<file path="src/rtl/dadda_mac_pipe_pkg.sv">
// -----------------------------------------------------------------------------
// mac_pkg
// Shared definitions for the dadda_mac_pipe multiply-accumulate block:
//   - parameter range limits for WIDTH / PIPE / GUARD
//   - acc_width(): accumulator width derivation (2*WIDTH + GUARD)
//   - dadda_stage_count() / dadda_height(): Dadda reduction schedule
//   - stage_ctrl_t: control part of every pipeline stage payload
// -----------------------------------------------------------------------------
package mac_pkg;

  localparam int WIDTH_MIN = 4;
  localparam int WIDTH_MAX = 32;
  localparam int PIPE_MIN  = 0;
  localparam int PIPE_MAX  = 4;
  localparam int GUARD_MIN = 1;

  function automatic int acc_width(input int width, input int guard);
    return 2 * width + guard;
  endfunction

  // Number of Dadda reduction stages needed for a matrix of height h:
  // count of heights d_j (d_0 = 2, d_j+1 = floor(1.5 * d_j)) below h.
  function automatic int dadda_stage_count(input int h);
    int n;
    int d;
    n = 0;
    d = 2;
    while (d < h) begin
      n++;
      d = (d * 3) / 2;
    end
    return n;
  endfunction

  // Target column height after reduction stage s (s = 0 is the last stage).
  function automatic int dadda_height(input int s);
    int d;
    d = 2;
    for (int i = 0; i < s; i++) d = (d * 3) / 2;
    return d;
  endfunction

  // Control bits carried by every stage. The data field differs per stage
  // (operands in S0, extended product afterwards) and its width depends on
  // module parameters, so each module wraps this in its own payload struct.
  typedef struct packed {
    logic valid;
    logic is_signed;
    logic acc_en;
  } stage_ctrl_t;

endpackage

</file>
<file path="src/rtl/dadda_mac_pipe_if.sv">
// -----------------------------------------------------------------------------
// dadda_mac_pipe_if
// Valid/ready bus between operand fetch, the MAC pipe and write-back.
//   in_valid / in_ready      : input handshake
//   a, b                     : WIDTH-bit operands
//   is_signed                : 1 = two's complement operands, 0 = unsigned
//   acc_en                   : 1 = accumulate, 0 = load product
//   out_valid / out_ready    : output handshake
//   y                        : ACC_W-bit accumulator value
//   ovf                      : this result wrapped the accumulator
// master drives operands/out_ready, slave (the MAC) drives in_ready/results.
// -----------------------------------------------------------------------------
interface dadda_mac_pipe_if
  import mac_pkg::*;
#(
  parameter int WIDTH = 8,
  parameter int GUARD = 4
);
  localparam int ACC_W = acc_width(WIDTH, GUARD);

  logic             in_valid;
  logic             in_ready;
  logic [WIDTH-1:0] a;
  logic [WIDTH-1:0] b;
  logic             is_signed;
  logic             acc_en;
  logic             out_valid;
  logic             out_ready;
  logic [ACC_W-1:0] y;
  logic             ovf;

  modport master (
    output in_valid, a, b, is_signed, acc_en, out_ready,
    input  in_ready, out_valid, y, ovf
  );

  modport slave (
    input  in_valid, a, b, is_signed, acc_en, out_ready,
    output in_ready, out_valid, y, ovf
  );

endinterface

</file>
<file path="src/rtl/dadda_mac_pipe_mul_core.sv">
// -----------------------------------------------------------------------------
// dadda_mul_core
// Purely combinational (WIDTH+1)x(WIDTH+1) two's complement multiplier.
// Operands are sign- or zero-extended by one bit, partial products are formed
// Baugh-Wooley style, reduced to two rows by a Dadda tree and summed by a
// final carry-propagate adder. The low 2*WIDTH bits are exact in both modes.
//   a_i, b_i     : WIDTH-bit operands
//   is_signed_i  : 1 = sign-extend operands, 0 = zero-extend
//   p_o          : 2*WIDTH-bit product
// -----------------------------------------------------------------------------
module dadda_mul_core
  import mac_pkg::*;
#(
  parameter int WIDTH = 8
) (
  input  logic [WIDTH-1:0]   a_i,
  input  logic [WIDTH-1:0]   b_i,
  input  logic               is_signed_i,
  output logic [2*WIDTH-1:0] p_o
);

  localparam int N    = WIDTH + 1;      // extended operand width
  localparam int CW   = 2 * N;          // matrix columns
  localparam int MAXH = N + 1;          // column storage depth
  localparam int PW   = 2 * WIDTH;
  localparam int OW   = $clog2(N);
  localparam int IW   = $clog2(MAXH);
  localparam int CIW  = $clog2(CW);
  localparam int NSTG = dadda_stage_count(N);

  // Index casts keep every select exactly as wide as its target.
  function automatic logic [OW-1:0] opi(input int i);
    return OW'(i);
  endfunction
  function automatic logic [IW-1:0] rwi(input int i);
    return IW'(i);
  endfunction
  function automatic logic [CIW-1:0] cli(input int i);
    return CIW'(i);
  endfunction

  logic [N-1:0]    ax;
  logic [N-1:0]    bx;
  logic [MAXH-1:0] cur [CW];
  logic [MAXH-1:0] nxt [CW];
  int              cur_cnt [CW];
  int              nxt_cnt [CW];
  int              k;
  int              h;
  int              tgt;
  logic            pp;
  logic            fx, fy, fz, fs, fc;
  logic [PW-1:0]   row0;
  logic [PW-1:0]   row1;

  // Column heights are fixed by WIDTH, so every loop below unrolls into a
  // static tree of full/half adders; only the bit values are data dependent.
  always_comb begin
    // NOTE: every variable gets a default before any conditional write so the
    // block is purely combinational and no latch is inferred.
    ax      = {is_signed_i & a_i[WIDTH-1], a_i};
    bx      = {is_signed_i & b_i[WIDTH-1], b_i};
    cur     = '{default: '0};
    nxt     = '{default: '0};
    cur_cnt = '{default: 0};
    nxt_cnt = '{default: 0};
    k       = 0;
    h       = 0;
    tgt     = 0;
    pp      = 1'b0;
    fx      = 1'b0;
    fy      = 1'b0;
    fz      = 1'b0;
    fs      = 1'b0;
    fc      = 1'b0;
    row0    = '0;
    row1    = '0;

    // Baugh-Wooley matrix: products involving exactly one sign bit are
    // inverted, and constant ones at columns N and 2N-1 correct the sum.
    for (int i = 0; i < N; i++) begin
      for (int j = 0; j < N; j++) begin
        pp = ax[opi(j)] & bx[opi(i)];
        if ((i == N - 1) != (j == N - 1)) pp = ~pp;
        cur[cli(i + j)][rwi(cur_cnt[cli(i + j)])] = pp;
        cur_cnt[cli(i + j)] = cur_cnt[cli(i + j)] + 1;
      end
    end
    cur[cli(N)][rwi(cur_cnt[cli(N)])] = 1'b1;
    cur_cnt[cli(N)] = cur_cnt[cli(N)] + 1;
    cur[cli(CW - 1)][rwi(cur_cnt[cli(CW - 1)])] = 1'b1;
    cur_cnt[cli(CW - 1)] = cur_cnt[cli(CW - 1)] + 1;

    // Dadda stages, LSB to MSB per stage. h is the height column c will have
    // in the next matrix: unconsumed bits plus sums/carries already placed.
    for (int s = NSTG - 1; s >= 0; s--) begin
      tgt     = dadda_height(s);
      nxt     = '{default: '0};
      nxt_cnt = '{default: 0};
      for (int c = 0; c < CW; c++) begin
        k = 0;
        for (int r = 0; r < MAXH; r++) begin
          h = cur_cnt[cli(c)] - k + nxt_cnt[cli(c)];
          if (h > tgt && cur_cnt[cli(c)] - k >= 2) begin
            fx = cur[cli(c)][rwi(k)];
            fy = cur[cli(c)][rwi(k + 1)];
            if (h - tgt >= 2 && cur_cnt[cli(c)] - k >= 3) begin
              fz = cur[cli(c)][rwi(k + 2)];
              fs = fx ^ fy ^ fz;
              fc = (fx & fy) | (fx & fz) | (fy & fz);
              k  = k + 3;
            end else begin
              fs = fx ^ fy;
              fc = fx & fy;
              k  = k + 2;
            end
            nxt[cli(c)][rwi(nxt_cnt[cli(c)])] = fs;
            nxt_cnt[cli(c)] = nxt_cnt[cli(c)] + 1;
            if (c + 1 < CW) begin
              nxt[cli(c + 1)][rwi(nxt_cnt[cli(c + 1)])] = fc;
              nxt_cnt[cli(c + 1)] = nxt_cnt[cli(c + 1)] + 1;
            end
          end
        end
        // Bits not consumed by an adder pass straight to the next matrix.
        for (int r = 0; r < MAXH; r++) begin
          if (r >= k && r < cur_cnt[cli(c)]) begin
            nxt[cli(c)][rwi(nxt_cnt[cli(c)])] = cur[cli(c)][rwi(r)];
            nxt_cnt[cli(c)] = nxt_cnt[cli(c)] + 1;
          end
        end
      end
      cur     = nxt;
      cur_cnt = nxt_cnt;
    end

    // At most two bits per column remain; columns above PW are not needed.
    for (int c = 0; c < PW; c++) begin
      row0[c] = (cur_cnt[cli(c)] > 0) ? cur[cli(c)][rwi(0)] : 1'b0;
      row1[c] = (cur_cnt[cli(c)] > 1) ? cur[cli(c)][rwi(1)] : 1'b0;
    end
  end

  assign p_o = row0 + row1;

endmodule

</file>
<file path="src/rtl/dadda_mac_pipe.sv">
// -----------------------------------------------------------------------------
// dadda_mac_pipe
// Pipelined signed/unsigned WIDTH x WIDTH multiplier with a guarded
// accumulator and full valid/ready backpressure.
//   S0  : input register (operands, mode bits, valid)
//   S1..S(PIPE): registered, extended product P
//   SO  : accumulator / output register (y, ovf, out_valid)
// Ports:
//   clk  : rising-edge clock
//   rst  : synchronous active-high reset
//   bus  : dadda_mac_pipe_if slave (handshakes, operands, results)
// in_ready is the only combinational output (it follows out_ready).
// -----------------------------------------------------------------------------
module dadda_mac_pipe
  import mac_pkg::*;
#(
  parameter int WIDTH = 8,
  parameter int PIPE  = 1,
  parameter int GUARD = 4
) (
  input logic              clk,
  input logic              rst,
  dadda_mac_pipe_if.slave  bus
);

  localparam int ACC_W = acc_width(WIDTH, GUARD);
  localparam int PW    = 2 * WIDTH;

  typedef struct packed {
    stage_ctrl_t      ctrl;
    logic [WIDTH-1:0] a;
    logic [WIDTH-1:0] b;
  } s0_t;

  typedef struct packed {
    stage_ctrl_t      ctrl;
    logic [ACC_W-1:0] p;
  } sp_t;

  logic             stall;
  s0_t              s0_d;
  s0_t              s0_q;
  logic [PW-1:0]    prod;
  sp_t              prod_entry;
  sp_t              so_in;
  logic [ACC_W-1:0] acc_d;
  logic [ACC_W-1:0] acc_q;
  logic             ovf_d;
  logic             ovf_q;
  logic             out_valid_d;
  logic             out_valid_q;
  logic [ACC_W:0]   sum;

  // A held output freezes the whole pipe; there is no bubble collapsing.
  assign stall        = out_valid_q & ~bus.out_ready;
  assign bus.in_ready = ~stall;

  // S0 loads every unstalled cycle; in_valid=0 simply inserts a bubble.
  always_comb begin
    s0_d.ctrl.valid     = bus.in_valid;
    s0_d.ctrl.is_signed = bus.is_signed;
    s0_d.ctrl.acc_en    = bus.acc_en;
    s0_d.a              = bus.a;
    s0_d.b              = bus.b;
  end

  always_ff @(posedge clk) begin
    // NOTE: only valid bits are reset; payload is don't-care while invalid.
    if (rst) begin
      s0_q.ctrl.valid <= 1'b0;
    end else if (!stall) begin
      // NOTE: state registers use non-blocking assignment so all stages
      // sample the pre-edge values and shift by exactly one.
      s0_q <= s0_d;
    end
  end

  dadda_mul_core #(
    .WIDTH (WIDTH)
  ) u_mul (
    .a_i         (s0_q.a),
    .b_i         (s0_q.b),
    .is_signed_i (s0_q.ctrl.is_signed),
    .p_o         (prod)
  );

  // Extend the exact 2*WIDTH product into the guard bits per entry mode.
  always_comb begin
    prod_entry.ctrl = s0_q.ctrl;
    prod_entry.p    = {{GUARD{s0_q.ctrl.is_signed & prod[PW-1]}}, prod};
  end

  if (PIPE == 0) begin : g_no_pipe
    assign so_in = prod_entry;
  end else begin : g_pipe
    sp_t pipe_q [PIPE];

    always_ff @(posedge clk) begin
      if (rst) begin
        for (int i = 0; i < PIPE; i++) pipe_q[i].ctrl.valid <= 1'b0;
      end else if (!stall) begin
        pipe_q[0] <= prod_entry;
        for (int i = 1; i < PIPE; i++) pipe_q[i] <= pipe_q[i-1];
      end
    end

    assign so_in = pipe_q[PIPE-1];
  end

  // Output stage: load or accumulate on a valid entry; a bubble only drops
  // out_valid and keeps acc/ovf so y stays at the last result.
  always_comb begin
    acc_d       = acc_q;
    ovf_d       = ovf_q;
    out_valid_d = so_in.ctrl.valid;
    sum         = {1'b0, acc_q} + {1'b0, so_in.p};
    if (so_in.ctrl.valid) begin
      if (so_in.ctrl.acc_en) begin
        acc_d = sum[ACC_W-1:0];
        if (so_in.ctrl.is_signed) begin
          ovf_d = (acc_q[ACC_W-1] == so_in.p[ACC_W-1]) &&
                  (sum[ACC_W-1] != acc_q[ACC_W-1]);
        end else begin
          ovf_d = sum[ACC_W];
        end
      end else begin
        acc_d = so_in.p;
        ovf_d = 1'b0;
      end
    end
  end

  always_ff @(posedge clk) begin
    if (rst) begin
      acc_q       <= '0;
      ovf_q       <= 1'b0;
      out_valid_q <= 1'b0;
    end else if (!stall) begin
      acc_q       <= acc_d;
      ovf_q       <= ovf_d;
      out_valid_q <= out_valid_d;
    end
  end

  assign bus.y         = acc_q;
  assign bus.ovf       = ovf_q;
  assign bus.out_valid = out_valid_q;

endmodule

</file>
<file path="src/flat_wrapper.sv">
// flat-port wrapper written by rule: the top's interface ports become plain ports
module dadda_mac_pipe_flat import mac_pkg::*;
#(
  parameter int WIDTH = 8,
  parameter int PIPE  = 1,
  parameter int GUARD = 4
)
  (clk, rst, bus_in_valid, bus_a, bus_b, bus_is_signed, bus_acc_en, bus_out_ready, bus_in_ready, bus_out_valid, bus_y, bus_ovf);
  dadda_mac_pipe_if #(.WIDTH(WIDTH), .GUARD(GUARD)) bus_i ();
  input logic clk;
  input logic rst;
  input wire logic [$bits(bus_i.in_valid)-1:0] bus_in_valid;
  input wire logic [$bits(bus_i.a)-1:0] bus_a;
  input wire logic [$bits(bus_i.b)-1:0] bus_b;
  input wire logic [$bits(bus_i.is_signed)-1:0] bus_is_signed;
  input wire logic [$bits(bus_i.acc_en)-1:0] bus_acc_en;
  input wire logic [$bits(bus_i.out_ready)-1:0] bus_out_ready;
  output wire logic [$bits(bus_i.in_ready)-1:0] bus_in_ready;
  output wire logic [$bits(bus_i.out_valid)-1:0] bus_out_valid;
  output wire logic [$bits(bus_i.y)-1:0] bus_y;
  output wire logic [$bits(bus_i.ovf)-1:0] bus_ovf;
  assign bus_i.in_valid = bus_in_valid;
  assign bus_i.a = bus_a;
  assign bus_i.b = bus_b;
  assign bus_i.is_signed = bus_is_signed;
  assign bus_i.acc_en = bus_acc_en;
  assign bus_i.out_ready = bus_out_ready;
  assign bus_in_ready = bus_i.in_ready;
  assign bus_out_valid = bus_i.out_valid;
  assign bus_y = bus_i.y;
  assign bus_ovf = bus_i.ovf;
  dadda_mac_pipe #(.WIDTH(WIDTH), .PIPE(PIPE), .GUARD(GUARD)) u_core (.clk(clk), .rst(rst), .bus(bus_i));
endmodule
</file>
<file path="config.mk">
export PLATFORM = sky130hd
export DESIGN_NAME = dadda_mac_pipe_flat
export DESIGN_NICKNAME = d
export VERILOG_FILES = /design/src/rtl/dadda_mac_pipe_pkg.sv /design/src/rtl/dadda_mac_pipe_if.sv /design/src/rtl/dadda_mac_pipe_mul_core.sv /design/src/rtl/dadda_mac_pipe.sv /design/src/flat_wrapper.sv
export SDC_FILE = /design/constraint.sdc
export NUM_CORES = 1
export LEC_CHECK = 0
export ABC_AREA = 0
export BUFFER_PORTS_ARGS = -buffer_cell sky130_fd_sc_hd__buf_2
export CAP_MARGIN = 5
export CELL_PAD_IN_SITES_DETAIL_PLACEMENT = 0
export CELL_PAD_IN_SITES_GLOBAL_PLACEMENT = 1
export CORE_MARGIN = 8
export CORE_UTILIZATION = 45
export DETAILED_ROUTE_END_ITERATION = 10
export PLACE_DENSITY = 0.76
export SYNTH_ARGS = -nofsm -noshare
export SYNTH_HDL_FRONTEND = slang
export SYNTH_SLANG_ARGS = --single-unit
</file>
<file path="constraint.sdc">
create_clock -name clk -period 6.67 [get_ports clk]
set_input_delay 2.001 -clock clk [delete_from_list [all_inputs] [get_ports clk]]
set_output_delay 2.001 -clock clk [all_outputs]
set_load 0.01 [all_outputs]
</file>
==> impl_results.html, run 1 <==
<table>
<tr><th>Metric</th><th>Value</th></tr>
<tr><th colspan="2">CTS</th></tr>
<tr><td>TritonCTS buffer count</td><td>9</td></tr>
<tr><td>Clock net sink count</td><td>between 60 and 70</td></tr>
<tr><td>CTS resizes</td><td>0</td></tr>
<tr><td>Number of levels the H-tree was split into</td><td>3</td></tr>
<tr><td>Clock transition time at the flip-flop clock pins of the worst setup and hold paths</td><td>50 ps</td></tr>
<tr><td>Clock latency on the worst-skew pair</td><td>340 ps</td></tr>
<tr><td>CTS hold repair buffers</td><td>0</td></tr>
<tr><td>Root Buffer Master</td><td>sky130_fd_sc_hd__clkbuf_16</td></tr>
<tr><td>Number of post-CTS setup repair buffers</td><td>0</td></tr>
<tr><td>Number of buffers on the longest clock path</td><td>2</td></tr>
<tr><td>Clock tree from TritonCTS</td><td>yes</td></tr>
<tr><th colspan="2">Synth</th></tr>
<tr><td>Post-synthesis sequential element count</td><td>between 60 and 70</td></tr>
<tr><td>Synthesized net count</td><td>725</td></tr>
<tr><td>Number of synthesized flops with an enable pin</td><td>38</td></tr>
<tr><td>Area of the mapped netlist</td><td>5558 um2</td></tr>
<tr><td>Number of instances in the synthesized netlist</td><td>612</td></tr>
<tr><td>Top cells by area in the synthesized netlist</td><td>sky130_fd_sc_hd__edfxtp_1 (21%), sky130_fd_sc_hd__fa_1 (18%), sky130_fd_sc_hd__ha_1 (9.5%)</td></tr>
<tr><td>Async set-reset flop share out of synthesis</td><td>0%</td></tr>
<tr><td>Post-synthesis sequential area ratio</td><td>28.82%</td></tr>
<tr><td>Biggest area consumer among synthesized cells</td><td>sky130_fd_sc_hd__edfxtp_1</td></tr>
<tr><td>Dominant synthesized flop cell</td><td>sky130_fd_sc_hd__edfxtp_1</td></tr>
<tr><td>Fraction of synthesized cell area taken by the top area cell type</td><td>20.53%</td></tr>
<tr><td>Unique masters post-synth</td><td>61</td></tr>
<tr><td>Synthesis warning total</td><td>0</td></tr>
<tr><td>Per-instance average area after synthesis</td><td>9.081 um2</td></tr>
<tr><th colspan="2">Global route</th></tr>
<tr><td>Congestion Overflow GR</td><td>0</td></tr>
<tr><td>Largest net degree at the start of global routing</td><td>35</td></tr>
<tr><td>All-Layer GR Usage</td><td>15.36%</td></tr>
<tr><td>Global-route wire length before repair</td><td>20020 um</td></tr>
<tr><td>Number of antenna violations at the first check in global routing</td><td>0</td></tr>
<tr><td>Via count of the first global-routing pass</td><td>4272</td></tr>
<tr><th colspan="2">Critical path</th></tr>
<tr><td>Worst reg2reg path depth</td><td>17</td></tr>
<tr><td>CP endpoint kind</td><td>register</td></tr>
<tr><td>Arr. time, crit path</td><td>4900 ps</td></tr>
<tr><td>Crit path launch type</td><td>register</td></tr>
<tr><td>Data required, critical path</td><td>6760 ps</td></tr>
<tr><td>Start-to-end type of the worst setup path</td><td>register to register</td></tr>
<tr><td>Crit path max fanout</td><td>15</td></tr>
<tr><th colspan="2">Die</th></tr>
<tr><td>Core area</td><td>12010 um2</td></tr>
<tr><td>Die X</td><td>around 130 um</td></tr>
<tr><td>Number of I/O pins</td><td>45</td></tr>
<tr><td>Die Y</td><td>between 100 and 150 um</td></tr>
<tr><td>Rows</td><td>40</td></tr>
<tr><td>Effective utilization at floorplan</td><td>between 40% and 50%</td></tr>
<tr><td>Die footprint</td><td>roughly 16000 um2</td></tr>
<tr><th colspan="2">Cells and area</th></tr>
<tr><td>Final layout net count</td><td>approximately 760</td></tr>
<tr><td>Diodes inserted</td><td>0</td></tr>
<tr><td>Final cell count without fillers</td><td>approximately 800</td></tr>
<tr><td>Share of cells above drive strength 1</td><td>11.37%</td></tr>
<tr><td>Number of inserted filler cells in the final layout</td><td>1117</td></tr>
<tr><td>Synthesis-to-layout area growth</td><td>11.68%</td></tr>
<tr><th colspan="2">STA</th></tr>
<tr><td>Worst clock skew</td><td>roughly 5.2 ps</td></tr>
<tr><td>Final hold violation count</td><td>0</td></tr>
<tr><td>Post-layout minimum cycle time</td><td>4814 ps</td></tr>
<tr><td>Number of slew-limit violations in the final report</td><td>0</td></tr>
<tr><td>Worst rel slew slack</td><td>46.85%</td></tr>
<tr><td>Setup repair after global routing missed its margin</td><td>no</td></tr>
<tr><td>Final worst hold slack</td><td>between 400 and 500 ps</td></tr>
<tr><td>Highest clock rate</td><td>207.7 MHz</td></tr>
<tr><td>Portion of the clock cycle consumed by the worst path in the final layout</td><td>between 70% and 80%</td></tr>
<tr><td>Final setup TNS</td><td>0 ps</td></tr>
<tr><td>Final setup violation count</td><td>0</td></tr>
<tr><td>Worst-margin pin slew</td><td>796.4 ps</td></tr>
<tr><th colspan="2">Route</th></tr>
<tr><td>Total iterations of the first detailed-routing run</td><td>4</td></tr>
<tr><td>Detailed-route DRC error count</td><td>0</td></tr>
<tr><td>Average wire length per cell after detail routing</td><td>roughly 15 um</td></tr>
<tr><td>First DRT Iteration DRCs</td><td>234</td></tr>
<tr><td>Antenna-violating nets left</td><td>0</td></tr>
<tr><td>Final wirelength</td><td>11730 um</td></tr>
<tr><td>Total number of vias</td><td>4211</td></tr>
<tr><td>Via density</td><td>5.277</td></tr>
<tr><th colspan="2">Hold path</th></tr>
<tr><td>Worst hold path class</td><td>register to register</td></tr>
<tr><td>Worst hold stages</td><td>2</td></tr>
<tr><th colspan="2">Placed design</th></tr>
<tr><td>Final GP Congestion</td><td>approximately 0.83</td></tr>
<tr><td># placed instances</td><td>782</td></tr>
<tr><td>Post-detailed-placement half-perimeter wirelength</td><td>9008 um</td></tr>
<tr><td>Buffers on Ports</td><td>44</td></tr>
<tr><th colspan="2">Power and ir drop</th></tr>
<tr><td>Total power divided by cell area</td><td>324.4 nW/um2</td></tr>
<tr><td>Leakage power</td><td>2.959 nW</td></tr>
<tr><td>Worst voltage drop across the vdd grid</td><td>around 0.19 mV</td></tr>
<tr><th colspan="2">Flow run</th></tr>
<tr><td>Max-Cap Viols</td><td>0</td></tr>
<tr><th colspan="2">Run status</th></tr>
<tr><td>Outcome</td><td>complete, no violations</td></tr>
</table>
[worst max-delay path, stage by stage (launching register included)]
cell and delay, ps:
sky130_fd_sc_hd__edfxtp_1 560, sky130_fd_sc_hd__and3_1 270, sky130_fd_sc_hd__fa_1 530, sky130_fd_sc_hd__inv_1 50
sky130_fd_sc_hd__fa_1 450, sky130_fd_sc_hd__fa_1 490, sky130_fd_sc_hd__inv_1 50, sky130_fd_sc_hd__fa_1 490
sky130_fd_sc_hd__inv_1 40, sky130_fd_sc_hd__ha_1 350, sky130_fd_sc_hd__a21o_1 200, sky130_fd_sc_hd__a21o_1 200
sky130_fd_sc_hd__a21o_1 190, sky130_fd_sc_hd__nor3_1 130, sky130_fd_sc_hd__a21oi_1 120, sky130_fd_sc_hd__a31oi_1 230
sky130_fd_sc_hd__xnor2_1 170, sky130_fd_sc_hd__nor2_1 60
[cell families (layout without fill, tap and decap cells)]
group                      after synthesis  after routing  share of synthesized area [%]
adders and majority gates               91             91                          27.10
xor gates and xnor gates                17             17                          2.679
and+or+nand+nor                        208            208                          18.51
muxes                                    3              3                         0.5403
buffers and inverters                  119            158                          8.757
AOI/OAI and AO/OA                      113            113                          13.60
DFF                                     61             61                          28.82
[cell usage after synthesis, types with 10 or more instances]
library cell / n
sky130_fd_sc_hd__xnor2_1: 12
sky130_fd_sc_hd__inv_1: 93
sky130_fd_sc_hd__clkbuf_1: 20
sky130_fd_sc_hd__nor3_1: 17
sky130_fd_sc_hd__and3_1: 17
sky130_fd_sc_hd__nand2_1: 65
sky130_fd_sc_hd__a21o_1: 12
sky130_fd_sc_hd__fa_1: 49
sky130_fd_sc_hd__nor2_1: 39
sky130_fd_sc_hd__o21ai_0: 10
sky130_fd_sc_hd__edfxtp_1: 38
sky130_fd_sc_hd__and2_1: 21
sky130_fd_sc_hd__ha_1: 42
sky130_fd_sc_hd__nand3_1: 12
sky130_fd_sc_hd__a211oi_1: 14
sky130_fd_sc_hd__dfxtp_1: 23
sky130_fd_sc_hd__a21oi_1: 35
[registers in the layout (all words and copies together), names as in the netlist]
signal and cells:
u_core.prod_entry 3, u_core.bus.y 20, u_core.bus.out_valid 1, u_core.g_pipe.pipe_q 20, u_core.bus.ovf 1, u_core.s0_q 16
[routing by layer]
metal | share of wire, % | routed length, um | vias up | track usage, %
met1 | 46 | 5366 | 1978 | 18.25
met4 | 1.1 | 125 | 0 | 4.479
met3 | 5.3 | 623 | 8 | 4.659
met2 | 48 | 5611 | 85 | 26.22
li1 | - | - | 2140 | -
met5 | 0 | 0 | - | 0
[through the flow]
stage               instance area, um2  total power, mW  util, %  worst slack (ps)
detailed placement                5861            1.471    48.79              1833
global route                      6207            2.203    51.68              1583
CTS                               6207            2.037    51.68              1825
global placement                  5861            1.452    48.79              1910
floorplan                         5558            1.286        -              2115
finish                            6207            2.014    51.68              1856
[where the power goes]
part	internal, mW	total (mW)	switching (mW)
registers	0.479	0.531	0.0513
clock network	0.366	0.551	0.185
logic	0.410	0.932	0.522
total	1.26	2.01	0.758
[layout make-up]
type	instances	area, um2	area share [%]
clock buffer	9	225.2	3.628
clock inverter	7	121.4	1.955
inverter	94	352.8	5.684
multi-input combinational	432	3472	55.94
sequential	61	1602	25.80
tap	147	183.9	2.963
timing repair buffer	48	250.2	4.031
[worst paths after layout]
kind | start | slack [ps] | endpoint
worst max-delay path | u_core.s0_q[15]$_DFFE_PP_ | 1860 | u_core.g_pipe.pipe_q[0][19]$_DFFE_PP_
worst min-delay path | u_core.prod_entry[22]$_SDFFE_PP0N_ | 450 | u_core.prod_entry[22]$_SDFFE_PP0N_
worst max register to register | u_core.s0_q[15]$_DFFE_PP_ | 1860 | u_core.g_pipe.pipe_q[0][19]$_DFFE_PP_
worst min register to register | u_core.prod_entry[22]$_SDFFE_PP0N_ | 450 | u_core.prod_entry[22]$_SDFFE_PP0N_
[cell usage in the layout, fill, tap and decap left out, drive strengths merged, types with 3 or more instances in the layout]
cell / synthesis / final
a21o: 13 / 13
o21bai: 3 / 3
buf: 2 / 48
nand2: 65 / 65
xnor2: 12 / 12
bufinv: 0 / 3
nor2b: 8 / 8
and2: 21 / 21
inv: 93 / 94
a31oi: 4 / 4
xor2: 5 / 5
a21boi: 5 / 5
dfxtp: 23 / 23
nor2: 39 / 39
o21a: 4 / 4
nand3: 12 / 12
a21oi: 35 / 35
mux2i: 3 / 3
ha: 42 / 42
a31o: 3 / 3
or3: 4 / 4
fa: 49 / 49
o21ai: 14 / 14
clkinvlp: 0 / 3
nor3: 17 / 17
edfxtp: 38 / 38
and3: 17 / 17
a211oi: 14 / 14
clkbuf: 22 / 9
nand4: 5 / 5
nor3b: 3 / 3
nor4: 3 / 3
nand2b: 4 / 4
(Power assumes the default switching activity.)
==> inputs of run 2 (changes only) <==
ABC_AREA = 1   (was 0)
PLACE_DENSITY = 0.79   (was 0.76)
clock period = 4.7 ns   (was 6.67 ns; I/O delays follow)
==> run 2 against run 1 <==
  * Design area increased by 3.4%
  * Area after synthesis increased by 4.0%
  * Non-clock buffer count unchanged
  * Largest cell class unchanged
  * Flip-flop and latch count unchanged
  * Power increased by 40%
==> impl_results.html, run 2 <==
<table>
<tr><th>Metric</th><th>Value</th></tr>
<tr><th colspan="2">Run status</th></tr>
<tr><td>Outcome</td><td>complete, no violations</td></tr>
<tr><th colspan="2">Flow run</th></tr>
<tr><td>Max-Cap Viols</td><td>0 (unchanged)</td></tr>
<tr><th colspan="2">Die</th></tr>
<tr><td>Number of I/O pins</td><td>45 (unchanged)</td></tr>
<tr><td>Die X</td><td>129.3 um (+1.7%)</td></tr>
<tr><td>Die Y</td><td>129.3 um (+1.7%)</td></tr>
<tr><td>Die footprint</td><td>16720 um2 (+3.5%)</td></tr>
<tr><td>Effective utilization at floorplan</td><td>45.97% (-0.30 points)</td></tr>
<tr><td>Rows</td><td>41 (+2.5%)</td></tr>
<tr><td>Core area</td><td>12570 um2 (+4.6%)</td></tr>
<tr><th colspan="2">Route</th></tr>
<tr><td>First DRT Iteration DRCs</td><td>175 (-25%)</td></tr>
<tr><td>Average wire length per cell after detail routing</td><td>13.93 um (-5.2%)</td></tr>
<tr><td>Antenna-violating nets left</td><td>0 (unchanged)</td></tr>
<tr><td>Detailed-route DRC error count</td><td>0 (unchanged)</td></tr>
<tr><td>Total number of vias</td><td>4838 (+15%)</td></tr>
<tr><td>Via density</td><td>4.962 (-6.0%)</td></tr>
<tr><td>Total iterations of the first detailed-routing run</td><td>4 (unchanged)</td></tr>
<tr><td>Final wirelength</td><td>13580 um (+16%)</td></tr>
<tr><th colspan="2">Placed design</th></tr>
<tr><td># placed instances</td><td>957 (+22%)</td></tr>
<tr><td>Instance area after placement</td><td>6135 um2 (+4.7%)</td></tr>
<tr><td>Buffers on Ports</td><td>44 (unchanged)</td></tr>
<tr><td>Post-detailed-placement half-perimeter wirelength</td><td>10780 um (+20%)</td></tr>
<tr><td>Final GP Congestion</td><td>0.9072 (+9.3%)</td></tr>
<tr><th colspan="2">Cells and area</th></tr>
<tr><td>Final cell count without fillers</td><td>975 (+22%)</td></tr>
<tr><td>Diodes inserted</td><td>0 (unchanged)</td></tr>
<tr><td>Leading cell type in the layout, fill and taps excluded</td><td>sky130_fd_sc_hd__nand2_1</td></tr>
<tr><td>Final layout net count</td><td>911 (+20%)</td></tr>
<tr><td>Most frequent cells in the layout</td><td>sky130_fd_sc_hd__nand2_1 (177), sky130_fd_sc_hd__inv_1 (160), sky130_fd_sc_hd__a21oi_1 (66)</td></tr>
<tr><td>Share of cells above drive strength 1</td><td>9.465% (-1.9 points)</td></tr>
<tr><td>Area of all placed cells without fillers</td><td>6416 um2 (+3.4%)</td></tr>
<tr><td>Synthesis-to-layout area growth</td><td>11.04%</td></tr>
<tr><th colspan="2">STA</th></tr>
<tr><td>Worst-margin pin slew</td><td>1064 ps (+267.6 ps)</td></tr>
<tr><td>Highest clock rate</td><td>228.4 MHz (+10%)</td></tr>
<tr><td>Worst clock skew</td><td>7.661 ps (+2.436 ps)</td></tr>
<tr><td>Final setup TNS</td><td>0 ps (unchanged)</td></tr>
<tr><td>Final setup violation count</td><td>0 (unchanged)</td></tr>
<tr><td>Final worst hold slack</td><td>475.1 ps (+22.19 ps)</td></tr>
<tr><td>Final hold violation count</td><td>0 (unchanged)</td></tr>
<tr><td>Worst rel slew slack</td><td>28.80% (-18 points)</td></tr>
<tr><td>Setup repair after global routing missed its margin</td><td>no</td></tr>
<tr><td>Post-layout minimum cycle time</td><td>4378 ps (-436.0 ps)</td></tr>
<tr><td>Number of slew-limit violations in the final report</td><td>0 (unchanged)</td></tr>
<tr><td>Portion of the clock cycle consumed by the worst path in the final layout</td><td>93.14% (+21 points)</td></tr>
<tr><th colspan="2">Critical path</th></tr>
<tr><td>Crit path max fanout</td><td>6 (-9)</td></tr>
<tr><td>CP endpoint kind</td><td>register</td></tr>
<tr><td>Cell type of the slowest stage on the worst timing path</td><td>sky130_fd_sc_hd__fa_1</td></tr>
<tr><td>Maximum cell stage delay along the critical path</td><td>550 ps (about the same)</td></tr>
<tr><td>Crit path launch type</td><td>register</td></tr>
<tr><td>Kind of cell with the highest combined delay on the critical path</td><td>adder cells</td></tr>
<tr><td>Arr. time, crit path</td><td>4470 ps (-430 ps)</td></tr>
<tr><td>Data required, critical path</td><td>4790 ps (-1970 ps)</td></tr>
<tr><td>Critical path buffers and inverters</td><td>4 (+1)</td></tr>
<tr><td>Critical path, cell by cell</td><td>nand2_2 &gt; nor2_1 &gt; fa_1 &gt; fa_1 &gt; inv_1 &gt; fa_1 &gt; inv_1 &gt; fa_1 &gt; inv_1 &gt; ha_1 &gt; nand2_1 &gt; nor2_2 &gt; inv_1 &gt; o211ai_1 &gt; nand3_1 &gt; nand2_1 &gt; nand2_1 &gt; nand2_1 &gt; nor2_1</td></tr>
<tr><td>Start-to-end type of the worst setup path</td><td>register to register</td></tr>
<tr><th colspan="2">Synth</th></tr>
<tr><td>Cell types with the highest counts after synthesis</td><td>sky130_fd_sc_hd__nand2_1 (178), sky130_fd_sc_hd__inv_1 (160), sky130_fd_sc_hd__a21oi_1 (66), sky130_fd_sc_hd__nor2_1 (62), sky130_fd_sc_hd__fa_1 (49)</td></tr>
<tr><td>Post-synthesis sequential area ratio</td><td>27.72% (-1.1 points)</td></tr>
<tr><td>Synthesis warning total</td><td>0 (unchanged)</td></tr>
<tr><td>Top cells by area in the synthesized netlist</td><td>sky130_fd_sc_hd__edfxtp_1 (20%), sky130_fd_sc_hd__fa_1 (17%), sky130_fd_sc_hd__nand2_1 (12%)</td></tr>
<tr><td>Synthesized net count</td><td>877 (+21%)</td></tr>
<tr><td>Post-synthesis sequential element count</td><td>61 (unchanged)</td></tr>
<tr><td>Unique masters post-synth</td><td>35 (-43%)</td></tr>
<tr><td>Biggest area consumer among synthesized cells</td><td>sky130_fd_sc_hd__edfxtp_1</td></tr>
<tr><td>Async set-reset flop share out of synthesis</td><td>0% (unchanged)</td></tr>
<tr><td>Fraction of synthesized cell area taken by the top area cell type</td><td>19.75% (-0.78 points)</td></tr>
<tr><td>Number of instances in the synthesized netlist</td><td>764 (+25%)</td></tr>
<tr><td>Most common cell in the synthesized netlist</td><td>sky130_fd_sc_hd__nand2_1</td></tr>
<tr><td>Per-instance average area after synthesis</td><td>7.563 um2 (-17%)</td></tr>
<tr><td>Area of the mapped netlist</td><td>5778 um2 (+4.0%)</td></tr>
<tr><td>Number of synthesized flops with an enable pin</td><td>38 (unchanged)</td></tr>
<tr><td>Dominant synthesized flop cell</td><td>sky130_fd_sc_hd__edfxtp_1</td></tr>
<tr><th colspan="2">Global route</th></tr>
<tr><td>Global-route wire length before repair</td><td>22880 um (+14%)</td></tr>
<tr><td>Congestion Overflow GR</td><td>0 (unchanged)</td></tr>
<tr><td>Number of antenna violations at the first check in global routing</td><td>0 (unchanged)</td></tr>
<tr><td>All-Layer GR Usage</td><td>17.46% (+2.1 points)</td></tr>
<tr><td>Via count of the first global-routing pass</td><td>4976 (+16%)</td></tr>
<tr><td>Largest net degree at the start of global routing</td><td>46 (+31%)</td></tr>
<tr><th colspan="2">CTS</th></tr>
<tr><td>Clock net sink count</td><td>61 (unchanged)</td></tr>
<tr><td>Number of levels the H-tree was split into</td><td>3 (unchanged)</td></tr>
<tr><td>Clock transition time at the flip-flop clock pins of the worst setup and hold paths</td><td>60 ps (about the same)</td></tr>
<tr><td>TritonCTS buffer count</td><td>9 (unchanged)</td></tr>
<tr><td>Clock tree from TritonCTS</td><td>yes</td></tr>
<tr><td>Number of buffers on the longest clock path</td><td>2 (unchanged)</td></tr>
<tr><td>Clock latency on the worst-skew pair</td><td>340 ps (about the same)</td></tr>
<tr><td>Root Buffer Master</td><td>sky130_fd_sc_hd__clkbuf_16</td></tr>
<tr><th colspan="2">Power and ir drop</th></tr>
<tr><td>Internal power consumption</td><td>1.593 mW (+27%)</td></tr>
<tr><td>Sequential cell fraction of total power</td><td>27.0% (+0.7 points)</td></tr>
<tr><td>Total power divided by cell area</td><td>438.9 nW/um2 (+35%)</td></tr>
<tr><td>Switching Power</td><td>1.223 mW (+61%)</td></tr>
<tr><td>Clock network power share</td><td>21.3% (-6.1 points)</td></tr>
<tr><td>Leakage power</td><td>3.334 nW (+13%)</td></tr>
<tr><td>Combinational share of power</td><td>51.7% (+5.4 points)</td></tr>
<tr><td>Post-route total power</td><td>2.816 mW (+40%)</td></tr>
<tr><td>Switching Fraction</td><td>43.43% (+5.8 points)</td></tr>
<tr><td>Worst voltage drop across the vdd grid</td><td>0.1937 mV (+2.1%)</td></tr>
<tr><th colspan="2">Hold path</th></tr>
<tr><td>Worst hold path class</td><td>register to register</td></tr>
</table>
run 2: worst paths after layout:
check                                          start                               endpoint  slack [ps]  cells past startpoint
setup / recovery           u_core.s0_q[15]$_DFFE_PP_  u_core.g_pipe.pipe_q[0][12]$_DFFE_PP_         320                     19
hold / removal    u_core.prod_entry[22]$_SDFFE_PP0N_     u_core.prod_entry[22]$_SDFFE_PP0N_         480                      2
setup reg to reg           u_core.s0_q[15]$_DFFE_PP_  u_core.g_pipe.pipe_q[0][12]$_DFFE_PP_         320                     19
hold reg to reg   u_core.prod_entry[22]$_SDFFE_PP0N_     u_core.prod_entry[22]$_SDFFE_PP0N_         480                      2
run 2: layer usage:
layer	GRT usage [%]	wire length [um]
met5	0	0
met4	8.431	410
met3	3.574	581
met2	32.90	7052
met1	17.98	5537
run 2: per-stage QoR:
stage | worst slack, ps | utilization (%)
4_1_cts | 170.9 | 50.89
5_1_grt | 29.65 | 51.05
3_3_place_gp | 317.9 | 48.81
6_report | 322.4 | 51.05
3_5_place_dp | 176.8 | 48.81
2_1_floorplan | 480.4 | -
run 2: cell families after synthesis:
logic type                 Yosys count  share of synthesized area (%)
AOI/OAI and AO/OA                  123                          12.00
DFF                                 61                          27.72
xor gates and xnor gates             9                          1.364
and+or+nand+nor                    295                          20.74
adders and majority gates           91                          26.07
buffers and inverters              185                          12.10
run 2: layout make-up:
cell class	instances	area, um2
multi-input cells	518	3487
clock buffers	11	232.7
well taps	172	215.2
fillers	1248	6152
inverters	160	600.6
flip-flops and latches	61	1602
clock inverters	5	28.78
repair buffers	48	250.2
run 2: worst reg2reg max path: cells and delay by family, from the launching register on:
family	cells	cell delay (ps)
AO/OA/AOI/OAI	1	240
adder cells (fa/ha/maj)	5	2330
buffers and inverters	4	200
flip-flops	1	480
AND/OR/NAND/NOR	9	880
run 2: power by group through the flow:
stage	clock network [mW]	logic [mW]	registers (mW)
finish	0.599	1.46	0.761
global route	0.639	1.70	0.771
CTS	0.622	1.46	0.761
detailed placement	0	1.45	0.772
global placement	0	1.43	0.770
floorplan	0	1.18	0.730
run 2: repair_timing:
item                                    4_1_cts  5_1_grt
endpoints found under the setup margin        0        6
setup buffers                                 0        2
endpoints found under the hold margin         0        0
resized for setup                             0        2
hold buffers                                  0        0
